[config.mk]
export PLATFORM = sky130hd
export DESIGN_NAME = multicycle_exec_ctrl_flat
export DESIGN_NICKNAME = d
export VERILOG_FILES = /design/src/rtl/multicycle_exec_ctrl_if.sv /design/src/rtl/multicycle_exec_ctrl.sv /design/src/flat_wrapper.sv
export SDC_FILE = /design/constraint.sdc
export NUM_CORES = 1
export LEC_CHECK = 0
export CELL_PAD_IN_SITES_DETAIL_PLACEMENT = 1
export CELL_PAD_IN_SITES_GLOBAL_PLACEMENT = 1
export CORE_MARGIN = 5
export CORE_UTILIZATION = 32
export CTS_CLUSTER_SIZE = 20
export DETAILED_ROUTE_END_ITERATION = 10
export PLACE_DENSITY = 0.8
export SETUP_SLACK_MARGIN = 0.4
export SYNTH_ARGS = -nofsm -noshare
export SYNTH_HDL_FRONTEND = slang
export SYNTH_SLANG_ARGS = --single-unit
export TNS_END_PERCENT = 50
[constraint.sdc]
create_clock -name clk -period 5.6 [get_ports clk]
set_clock_uncertainty 0.15 [all_clocks]
set_input_delay 0.56 -clock clk [delete_from_list [all_inputs] [get_ports clk]]
set_output_delay 0.56 -clock clk [all_outputs]
set_load 0.05 [all_outputs]
[src/rtl/multicycle_exec_ctrl_if.sv]
// multicycle_exec_ctrl_if: shared instruction/data memory port (req/ready handshake)
interface multicycle_exec_ctrl_if;
  logic mem_req;
  logic mem_we;
  logic mem_is_instr;
  logic mem_ready;
  modport master(output mem_req, mem_we, mem_is_instr, input mem_ready);
  modport slave(input mem_req, mem_we, mem_is_instr, output mem_ready);
endinterface

[src/rtl/multicycle_exec_ctrl.sv]
// multicycle_exec_ctrl: multi-cycle control FSM; ports clk/reset, run, instr, zero, bus (memory port), exec-unit controls, strobes, pc_sel, illegal, state, retired
module multicycle_exec_ctrl #(
  parameter int CNT_W = 32
) (
  input  logic                 clk,
  input  logic                 reset,
  input  logic                 run,
  input  logic [31:0]          instr,
  input  logic                 zero,
  multicycle_exec_ctrl_if.master bus,
  output logic [2:0]           ALUop,
  output logic                 ExtOp,
  output logic                 ALUSrc,
  output logic                 RegDst,
  output logic                 RegWr,
  output logic                 MemtoReg,
  output logic                 ir_wr,
  output logic                 aluout_wr,
  output logic                 pc_wr,
  output logic [1:0]           pc_sel,
  output logic                 illegal,
  output logic [2:0]           state,
  output logic [CNT_W-1:0]     retired
);
  typedef enum logic [2:0] {FETCH, DECODE, EXEC, MEM, WB, BRANCH, JUMP} state_t;
  state_t state_q, state_d;
  logic pend_q, pend_d;
  logic [CNT_W-1:0] retired_q, retired_d;
  logic inc, req, we, is_instr;
  logic [5:0] op, fn;
  logic is_r, is_imm, is_lw, is_sw, is_br, is_j;
  logic [2:0] r_op;
  assign op = instr[31:26];
  assign fn = instr[5:0];
  assign is_r = op == 6'h00 && (fn[5:2] == 4'b1000 || fn == 6'h24 || fn == 6'h25 || fn == 6'h2A || fn == 6'h2B);
  assign is_imm = op == 6'h08 || op == 6'h09;
  assign is_lw = op == 6'h23;
  assign is_sw = op == 6'h2B;
  assign is_br = op == 6'h04 || op == 6'h05;
  assign is_j = op == 6'h02;
  assign r_op = fn[5:1] == 5'b10000 ? 3'd0 : fn[5:1] == 5'b10001 ? 3'd1 :
                fn == 6'h24 ? 3'd2 : fn == 6'h25 ? 3'd3 : fn == 6'h2A ? 3'd4 : 3'd5;
  always_ff @(posedge clk) begin
    if (reset) begin
      state_q <= FETCH;
      pend_q <= 1'b0;
      retired_q <= '0;
    end else begin
      state_q <= state_d;
      pend_q <= pend_d;
      retired_q <= retired_d;
    end
  end
  always_comb begin
    state_d = state_q;
    pend_d = pend_q;
    inc = 1'b0;
    ALUop = 3'd0;
    ExtOp = 1'b0;
    ALUSrc = 1'b0;
    RegDst = 1'b0;
    RegWr = 1'b0;
    MemtoReg = 1'b0;
    req = 1'b0;
    we = 1'b0;
    is_instr = 1'b0;
    ir_wr = 1'b0;
    aluout_wr = 1'b0;
    pc_wr = 1'b0;
    pc_sel = 2'b00;
    illegal = 1'b0;
    case (state_q)
      FETCH: begin
        // a request once raised stays up until served, even if run drops
        req = run | pend_q;
        is_instr = req;
        ir_wr = req & bus.mem_ready;
        pend_d = req & ~bus.mem_ready;
        state_d = ir_wr ? DECODE : FETCH;
      end
      DECODE: begin
        illegal = ~(is_r | is_imm | is_lw | is_sw | is_br | is_j);
        pc_wr = illegal;
        state_d = illegal ? FETCH : is_br ? BRANCH : is_j ? JUMP : EXEC;
      end
      EXEC: begin
        aluout_wr = 1'b1;
        ALUSrc = ~is_r;
        ExtOp = ~is_r;
        RegDst = is_r;
        ALUop = is_r ? r_op : 3'd0;
        state_d = (is_lw | is_sw) ? MEM : WB;
      end
      MEM: begin
        req = 1'b1;
        we = ~is_lw;
        pc_wr = ~is_lw & bus.mem_ready;
        inc = pc_wr;
        state_d = bus.mem_ready ? (is_lw ? WB : FETCH) : MEM;
      end
      WB: begin
        RegWr = 1'b1;
        pc_wr = 1'b1;
        inc = 1'b1;
        RegDst = is_r;
        MemtoReg = is_lw;
        state_d = FETCH;
      end
      BRANCH: begin
        ALUop = 3'd1;
        ExtOp = 1'b1;
        pc_wr = 1'b1;
        inc = 1'b1;
        pc_sel = {1'b0, zero ^ (op == 6'h05)};
        state_d = FETCH;
      end
      JUMP: begin
        pc_wr = 1'b1;
        pc_sel = 2'b10;
        inc = 1'b1;
        state_d = FETCH;
      end
      default: state_d = FETCH;
    endcase
    retired_d = retired_q + CNT_W'(inc);
  end
  assign bus.mem_req = req;
  assign bus.mem_we = we;
  assign bus.mem_is_instr = is_instr;
  assign state = state_q;
  assign retired = retired_q;
endmodule

[src/flat_wrapper.sv]
// flat-port wrapper written by rule: the top's interface ports become plain ports
module multicycle_exec_ctrl_flat 
#(
  parameter int CNT_W = 32
)
  (clk, reset, run, instr, zero, ALUop, ExtOp, ALUSrc, RegDst, RegWr, MemtoReg, ir_wr, aluout_wr, pc_wr, pc_sel, illegal, state, retired, bus_mem_req, bus_mem_we, bus_mem_is_instr, bus_mem_ready);
  multicycle_exec_ctrl_if bus_i ();
  input  logic clk;
  input  logic reset;
  input  logic run;
  input  logic [31:0] instr;
  input  logic zero;
  output logic [2:0] ALUop;
  output logic ExtOp;
  output logic ALUSrc;
  output logic RegDst;
  output logic RegWr;
  output logic MemtoReg;
  output logic ir_wr;
  output logic aluout_wr;
  output logic pc_wr;
  output logic [1:0] pc_sel;
  output logic illegal;
  output logic [2:0] state;
  output logic [CNT_W-1:0] retired;
  output wire logic [$bits(bus_i.mem_req)-1:0] bus_mem_req;
  output wire logic [$bits(bus_i.mem_we)-1:0] bus_mem_we;
  output wire logic [$bits(bus_i.mem_is_instr)-1:0] bus_mem_is_instr;
  input wire logic [$bits(bus_i.mem_ready)-1:0] bus_mem_ready;
  assign bus_mem_req = bus_i.mem_req;
  assign bus_mem_we = bus_i.mem_we;
  assign bus_mem_is_instr = bus_i.mem_is_instr;
  assign bus_i.mem_ready = bus_mem_ready;
  multicycle_exec_ctrl #(.CNT_W(CNT_W)) u_core (.clk(clk), .reset(reset), .run(run), .instr(instr), .zero(zero), .bus(bus_i), .ALUop(ALUop), .ExtOp(ExtOp), .ALUSrc(ALUSrc), .RegDst(RegDst), .RegWr(RegWr), .MemtoReg(MemtoReg), .ir_wr(ir_wr), .aluout_wr(aluout_wr), .pc_wr(pc_wr), .pc_sel(pc_sel), .illegal(illegal), .state(state), .retired(retired));
endmodule
==> flow_metrics.tcl, run 1 <==
set metrics [dict create \
    slowest_delay_ns 0.72 \
    n_antenna_cell 0 \
    placed_cell_area_um2 2830 \
    fin_nets 360 \
    cp-start-kind "input pin" \
    drive_gt1_share_pct 6.83 \
    gr-total-overflow 0 \
    routed_wl_um 6080 \
    synth_cell_type_count 50 \
    portBuffers 68 \
    drc 0 \
    crit_arrival_ns 3.03 \
    htreeDepth 2 \
    grt_pass1_vias 2066 \
    ys.warnings.count 0 \
    wl_per_cell_um 15.2 \
    synth_adder_area_share_pct 1.19 \
    clock_path_buffers 2 \
    synth.net_count 296 \
    core_um2 6390 \
    drt.antenna.violating_nets 0 \
    required_ns 4.89 \
    track_usage_pct 14.6 \
    crit_buf_inv 2 \
    synthesis.area_um2 2100 \
    cts_inserted_buffers 5 \
    synthArstFlopShare_pct 0 \
    finalHoldViolations 0 \
    syn2layout_area_growth_pct 39.1 \
    p_leak_nw 0.977 \
    die_area_um2 8300 \
    synth_seq_cells 36 \
    hold-worst-slack_ns 0.365 \
    initial_core_util_pct 33.0 \
    place.gp.congestion 0.766 \
    reg2reg_slack_ns 2.72 \
    synth.mux.area_fraction_pct 4.22 \
    tns_ns 0 \
    status "finished clean" \
    hp-class "reg2reg" \
    path_clk_slew_ns 0.07 \
    dp_slack_ns 1.80 \
    synth_xor_area_share_pct 5.41 \
    ys_seq_area_share_pct 34.2 \
    fin_crit_sh_pct 66.8 \
    layout_common_cells "68 x clkdlybuf4s50_1, 36 x dfxtp_1, 30 x nor2_1, 16 x nand2_1, 15 x a21oi_1" \
    crit_path_end_kind "primary output" \
    via_per_inst 5.34 \
    clockRootBuffer "clkbuf_8" \
    synth_compound_area_share_pct 13.2 \
    antenna_found_initial 0 \
    setup_ws_ns 1.86 \
    fin_area_um2 2930 \
    tightestPinTransition_ns 0.609 \
    synthCells 257 \
    crit_slowest_cell "clkdlybuf4s50_1" \
    num_rows 29 \
    critPathMostFrequentCell "clkdlybuf4s50_1" \
    via_count 2132 \
    slew_headroom_pct 59.0 \
    ir_worst_vdd_uv 95.7 \
    dpl.cell_count 391 \
    dp.final_hpwl_um 4630 \
    syn_avg_cell_area_um2 8.19 \
    post_cts_resized 0 \
    fmax_mhz 267 \
    cts_tree "built" \
    drtIter0Drc 68 \
    boundaryPins 89 \
    post_cts_buffers 0 \
    crit_family "buffers and inverters" \
    layout_min_cycle_time_ns 3.74 \
    yosys.area_share.simple_pct 37.3 \
    slew_violations 0 \
    synth_top_family_by_area "simple AND/OR/NAND/NOR gates" \
    cap_viol_max_count 0 \
    dr.pass1.iters 4 \
    powerDensity_nw_per_um2 174 \
    cts_sinks 36 \
    grt_pass1_wl_um 10200 \
    finalSetupViolCount 0 \
    synth_flop_cell "dfxtp_1" \
    cts.hold.buffers_added 0 \
    clock_latency_ns 0.28 \
    worstPathMaxFanout 6 \
    cp_cell_sequence "clkdlybuf4s50_1 -> nor4bb_1 -> nand3b_1 -> a41o_1 -> o21bai_1 -> clkdlybuf4s50_1" \
    rsz0062_at_grt "no" \
    final_cells 399 \
    final_common_cell "clkdlybuf4s50_1" \
    worstSetupPathType "in2out" \
    die_h_um 91.1 \
    fp.dieW_um 91.1 \
    synth_edf_count 0 \
    grt_max_degree 45 \
]
[routing by layer]
metal | part of all wire (%) | global-route usage [%]
met5 | 0 | 0
met3 | 2.5 | 2.48
met4 | 1.1 | 4.40
met1 | 45 | 18.6
met2 | 52 | 25.2
[cell families (layout without fill, tap and decap cells)]
| family | after synthesis | in the layout |
|---|---|---|
| muxes | 8 | 8 |
| AOI/OAI and AO/OA | 40 | 40 |
| buffers and inverters | 22 | 87 |
| xor gates and xnor gates | 13 | 13 |
| adders and majority gates | 2 | 2 |
| and+or+nand+nor | 136 | 136 |
| DFF | 36 | 36 |
[synthesized netlist by cell type, drive strengths merged (2+ instances only)]
cell type,number,area [um2]
dfxtp,36,721
nand2b,4,25.0
xnor2,6,52.6
mux2,7,78.8
or2,3,18.8
and3,2,12.5
ha,2,25.0
nand3b,5,37.5
or3,3,18.8
inv,10,37.5
nor2,30,113
nor4,11,87.6
o31ai,9,67.6
xor2,7,61.3
o21bai,2,15.0
nand4,8,62.6
nor3,9,45.0
clkbuf,9,33.8
nor2b,12,75.1
nand2,16,60.1
a21oi,15,75.1
or4,9,71.3
and4,2,17.5
buf,3,21.3
nor3b,2,15.0
nor4b,2,23.8
nand3,13,65.1
and2,3,18.8
[state kept, by name, summed over array words and instances, names as in the netlist]
name and flops:
u_core.retired 32, u_core.state 3, u_core.pend_q 1
[final cells by class]
cell class,count,area [um2]
clock buffer,6,82.6
multi-input combinational,199,1290
sequential,36,721
tap,77,96.3
inverter,10,37.5
fill,768,3460
timing repair buffer,69,688
clock inverter,2,10.0
[worst reg2reg max path, cell delays in order, from the launching register on]
cell	delay, ns
dfxtp_1	0.60
and2_1	0.20
a41o_1	0.12
ha_1	0.23
ha_1	0.31
nand3_1	0.40
or4_1	0.64
a21oi_1	0.16
[final timing paths]
| kind | depth (start not counted) | endpoint | startpoint |
|---|---|---|---|
| hold reg to reg | 2 | u_core.retired[16]$_SDFF_PP0_ | u_core.retired[16]$_SDFF_PP0_ |
| setup / recovery | 6 | pc_wr | instr[31] |
| setup reg to reg | 7 | u_core.retired[24]$_SDFF_PP0_ | u_core.state[2]$_SDFF_PP0_ |
| hold / removal | 2 | u_core.retired[16]$_SDFF_PP0_ | u_core.retired[16]$_SDFF_PP0_ |
[report_power, final]
group	leakage, nW	internal, W	switching, W
combinational	0.636	0.0000251	0.0000339
clock	0.0510	0.0000982	0.0000934
sequential	0.290	0.000257	0.00000208
total	0.977	0.000380	0.000129
[stage by stage]
step           total power (W)  util [%]
2_1_floorplan         0.000297         -
3_3_place_gp          0.000323      44.4
3_5_place_dp          0.000324      44.4
4_1_cts               0.000516      45.8
5_1_grt               0.000531      45.8
6_report              0.000510      45.8
(Power assumes the default switching activity.)
==> inputs of run 2 (changes only) <==
--- a/config.mk
+++ b/config.mk
@@ -8,10 +8,10 @@
 export CELL_PAD_IN_SITES_DETAIL_PLACEMENT = 1
 export CELL_PAD_IN_SITES_GLOBAL_PLACEMENT = 1
 export CORE_MARGIN = 5
-export CORE_UTILIZATION = 32
+export CORE_UTILIZATION = 30
 export CTS_CLUSTER_SIZE = 20
 export DETAILED_ROUTE_END_ITERATION = 10
-export PLACE_DENSITY = 0.8
+export PLACE_DENSITY = 0.76
 export SETUP_SLACK_MARGIN = 0.4
 export SYNTH_ARGS = -nofsm -noshare
 export SYNTH_HDL_FRONTEND = slang
==> constraint.sdc (replaced) <==
create_clock -name clk -period 3.65 [get_ports clk]
set_clock_uncertainty 0.15 [all_clocks]
set_input_delay 0.365 -clock clk [delete_from_list [all_inputs] [get_ports clk]]
set_output_delay 0.365 -clock clk [all_outputs]
set_load 0.05 [all_outputs]
==> flow_metrics.tcl, run 2 (synthesis gave the netlist of run 1 again) <==
set metrics [dict create \
    powerDensity_nw_per_um2 277 \
    clock_path_buffers 2 \
    layout_min_cycle_time_ns 3.12 \
    via_per_inst 5.06 \
    fp.dieW_um 93.8 \
    slew_headroom_pct 45.0 \
    dp_slack_ns 0.230 \
    largest_reg_flops 32 \
    place.gp.congestion 0.744 \
    p_leak_nw 1.03 \
    hold_end "u_core.retired[16]$_SDFF_PP0_" \
    worstSetupPathType "in2out" \
    r2r-start "u_core.state[0]$_SDFF_PP0_" \
    clock_latency_ns 0.29 \
    clkPwrFrac_pct 41.4 \
    power_switching_w 0.000202 \
    cts_tree "built" \
    boundaryPins 89 \
    cp-start-kind "input pin" \
    rsz0062_at_grt "yes" \
    fin_nets 367 \
    path_clk_slew_ns 0.08 \
    drt.antenna.violating_nets 0 \
    layout_common_cells "66 x clkdlybuf4s50_1, 36 x dfxtp_1, 30 x nor2_1, 16 x nand2_1, 15 x a21oi_1" \
    combPwrFrac_pct 11.2 \
    cts_inserted_buffers 5 \
    finalSetupViolCount 0 \
    multi_input_area_um2 1300 \
    gr-total-overflow 0 \
    die_area_um2 8790 \
    antenna_found_initial 0 \
    cap_viol_max_count 0 \
    grt_pass1_vias 2146 \
    slew_violations 0 \
    fillers 833 \
    ir_worst_vdd_uv 151 \
    crit_path_end_kind "primary output" \
    dr.pass1.iters 4 \
    syn2layout_area_growth_pct 43.8 \
    worstPathMaxFanout 7 \
    via_count 2152 \
    r2r-end "u_core.retired[29]$_SDFF_PP0_" \
    wl_per_cell_um 15.0 \
    p_seq_share_pct 47.3 \
    core_um2 6790 \
    die_h_um 93.8 \
    cts_sinks 36 \
    grt_pass1_wl_um 10500 \
    hold-worst-slack_ns 0.362 \
    drtIter0Drc 57 \
    num_rows 30 \
    post_cts_buffers 0 \
    tns_ns 0 \
    dp.final_hpwl_um 4830 \
    initial_core_util_pct 31.0 \
    crit_arrival_ns 2.61 \
    switching_share_pct 24.1 \
    seqCellArea_um2 721 \
    track_usage_pct 14.7 \
    p_int_w 0.000638 \
    r2r_cells 6 \
    dpl.cell_count 417 \
    required_ns 3.13 \
    hp-class "reg2reg" \
    hold_path_depth 2 \
    fin_crit_sh_pct 85.6 \
    cts.hold.buffers_added 0 \
    setup_ws_ns 0.526 \
    n_antenna_cell 0 \
    htreeDepth 2 \
    final_cells 425 \
    routed_wl_um 6380 \
    final_common_cell "clkdlybuf4s50_1" \
    drive_gt1_share_pct 9.42 \
    min-delay-start "u_core.retired[16]$_SDFF_PP0_" \
    reg2reg_slack_ns 0.88 \
    tightestPinTransition_ns 0.822 \
    fin_total_pwr_w 0.000840 \
    drc 0 \
    portBuffers 68 \
    clockRootBuffer "clkbuf_8" \
    finalHoldViolations 0 \
    fmax_mhz 320 \
    grt_max_degree 24 \
    status "finished clean" \
]
-- run 2: changes by cell type in the layout (fill, tap and decap cells not counted), sizes merged --
cell           before  now
clkinv              2    1
buf                 1    9
dlygate4sd2         0    1
clkdlybuf4s50      68   66
bufinv              0    1
-- run 2: repair_timing --
action | 4_1_cts | 5_1_grt
gates resized for setup | 1 | 1
endpoints found under the setup margin | 1 | 8
pin swaps | 0 | 0
-- run 2: cell type report --
cell class                      count  share of cell area, %
Clock buffer                        6                   2.40
Sequential cell                    36                   23.8
Multi-Input combinational cell    199                   43.1
Inverter                           10                   1.24
Tap cell                           96                   3.97
Clock inverter                      2                   1.16
Timing Repair Buffer               76                   24.4
-- run 2: per-layer routing --
metal | vias up | wire, um | global-route usage (%)
met3 | 5 | 189 | 2.72
li1 | 1073 | - | -
met4 | 0 | 58 | 3.61
met2 | 35 | 3220 | 25.5
met5 | - | 0 | 0
met1 | 1039 | 2910 | 18.6
-- run 2: power by group through the flow --
stage	Combinational, W	Clock, W	Sequential, W
3_5_place_dp	0.0000950	0	0.000407
3_3_place_gp	0.0000929	0	0.000406
5_1_grt	0.000101	0.000373	0.000398
4_1_cts	0.0000948	0.000356	0.000397
2_1_floorplan	0.0000486	0	0.000407
6_report	0.0000942	0.000348	0.000397
-- run 2: worst max-delay path, stage by stage --
cell and delay, ns:
clkdlybuf4s50_1 0.43, buf_4 0.18, nor3_1 0.26, nand4_1 0.19
a211o_1 0.31, nand2_1 0.06, clkdlybuf4s50_1 0.81
-- run 2: per-stage QoR --
step                      util, %  area [um2]
after floorplan                 -        2110
after global placement       42.9        2910
after detailed placement     42.9        2910
after CTS                    44.4        3020
after global routing         44.5        3030
final                        44.5        3030
-- run 2: how the worst max path moves through the flow --
stage               startpoint                            end  slack, ns  cells past startpoint
global route         instr[27]                       ALUop[0]       0.39                      7
detailed placement   instr[31]  u_core.retired[29]$_SDFF_PP0_       0.23                      9
finish               instr[27]                       ALUop[0]       0.53                      7
floorplan            instr[28]                       MemtoReg       0.52                      3
global placement     instr[31]  u_core.retired[29]$_SDFF_PP0_       0.29                      9
CTS                  instr[31]                     bus_mem_we       0.48                      6
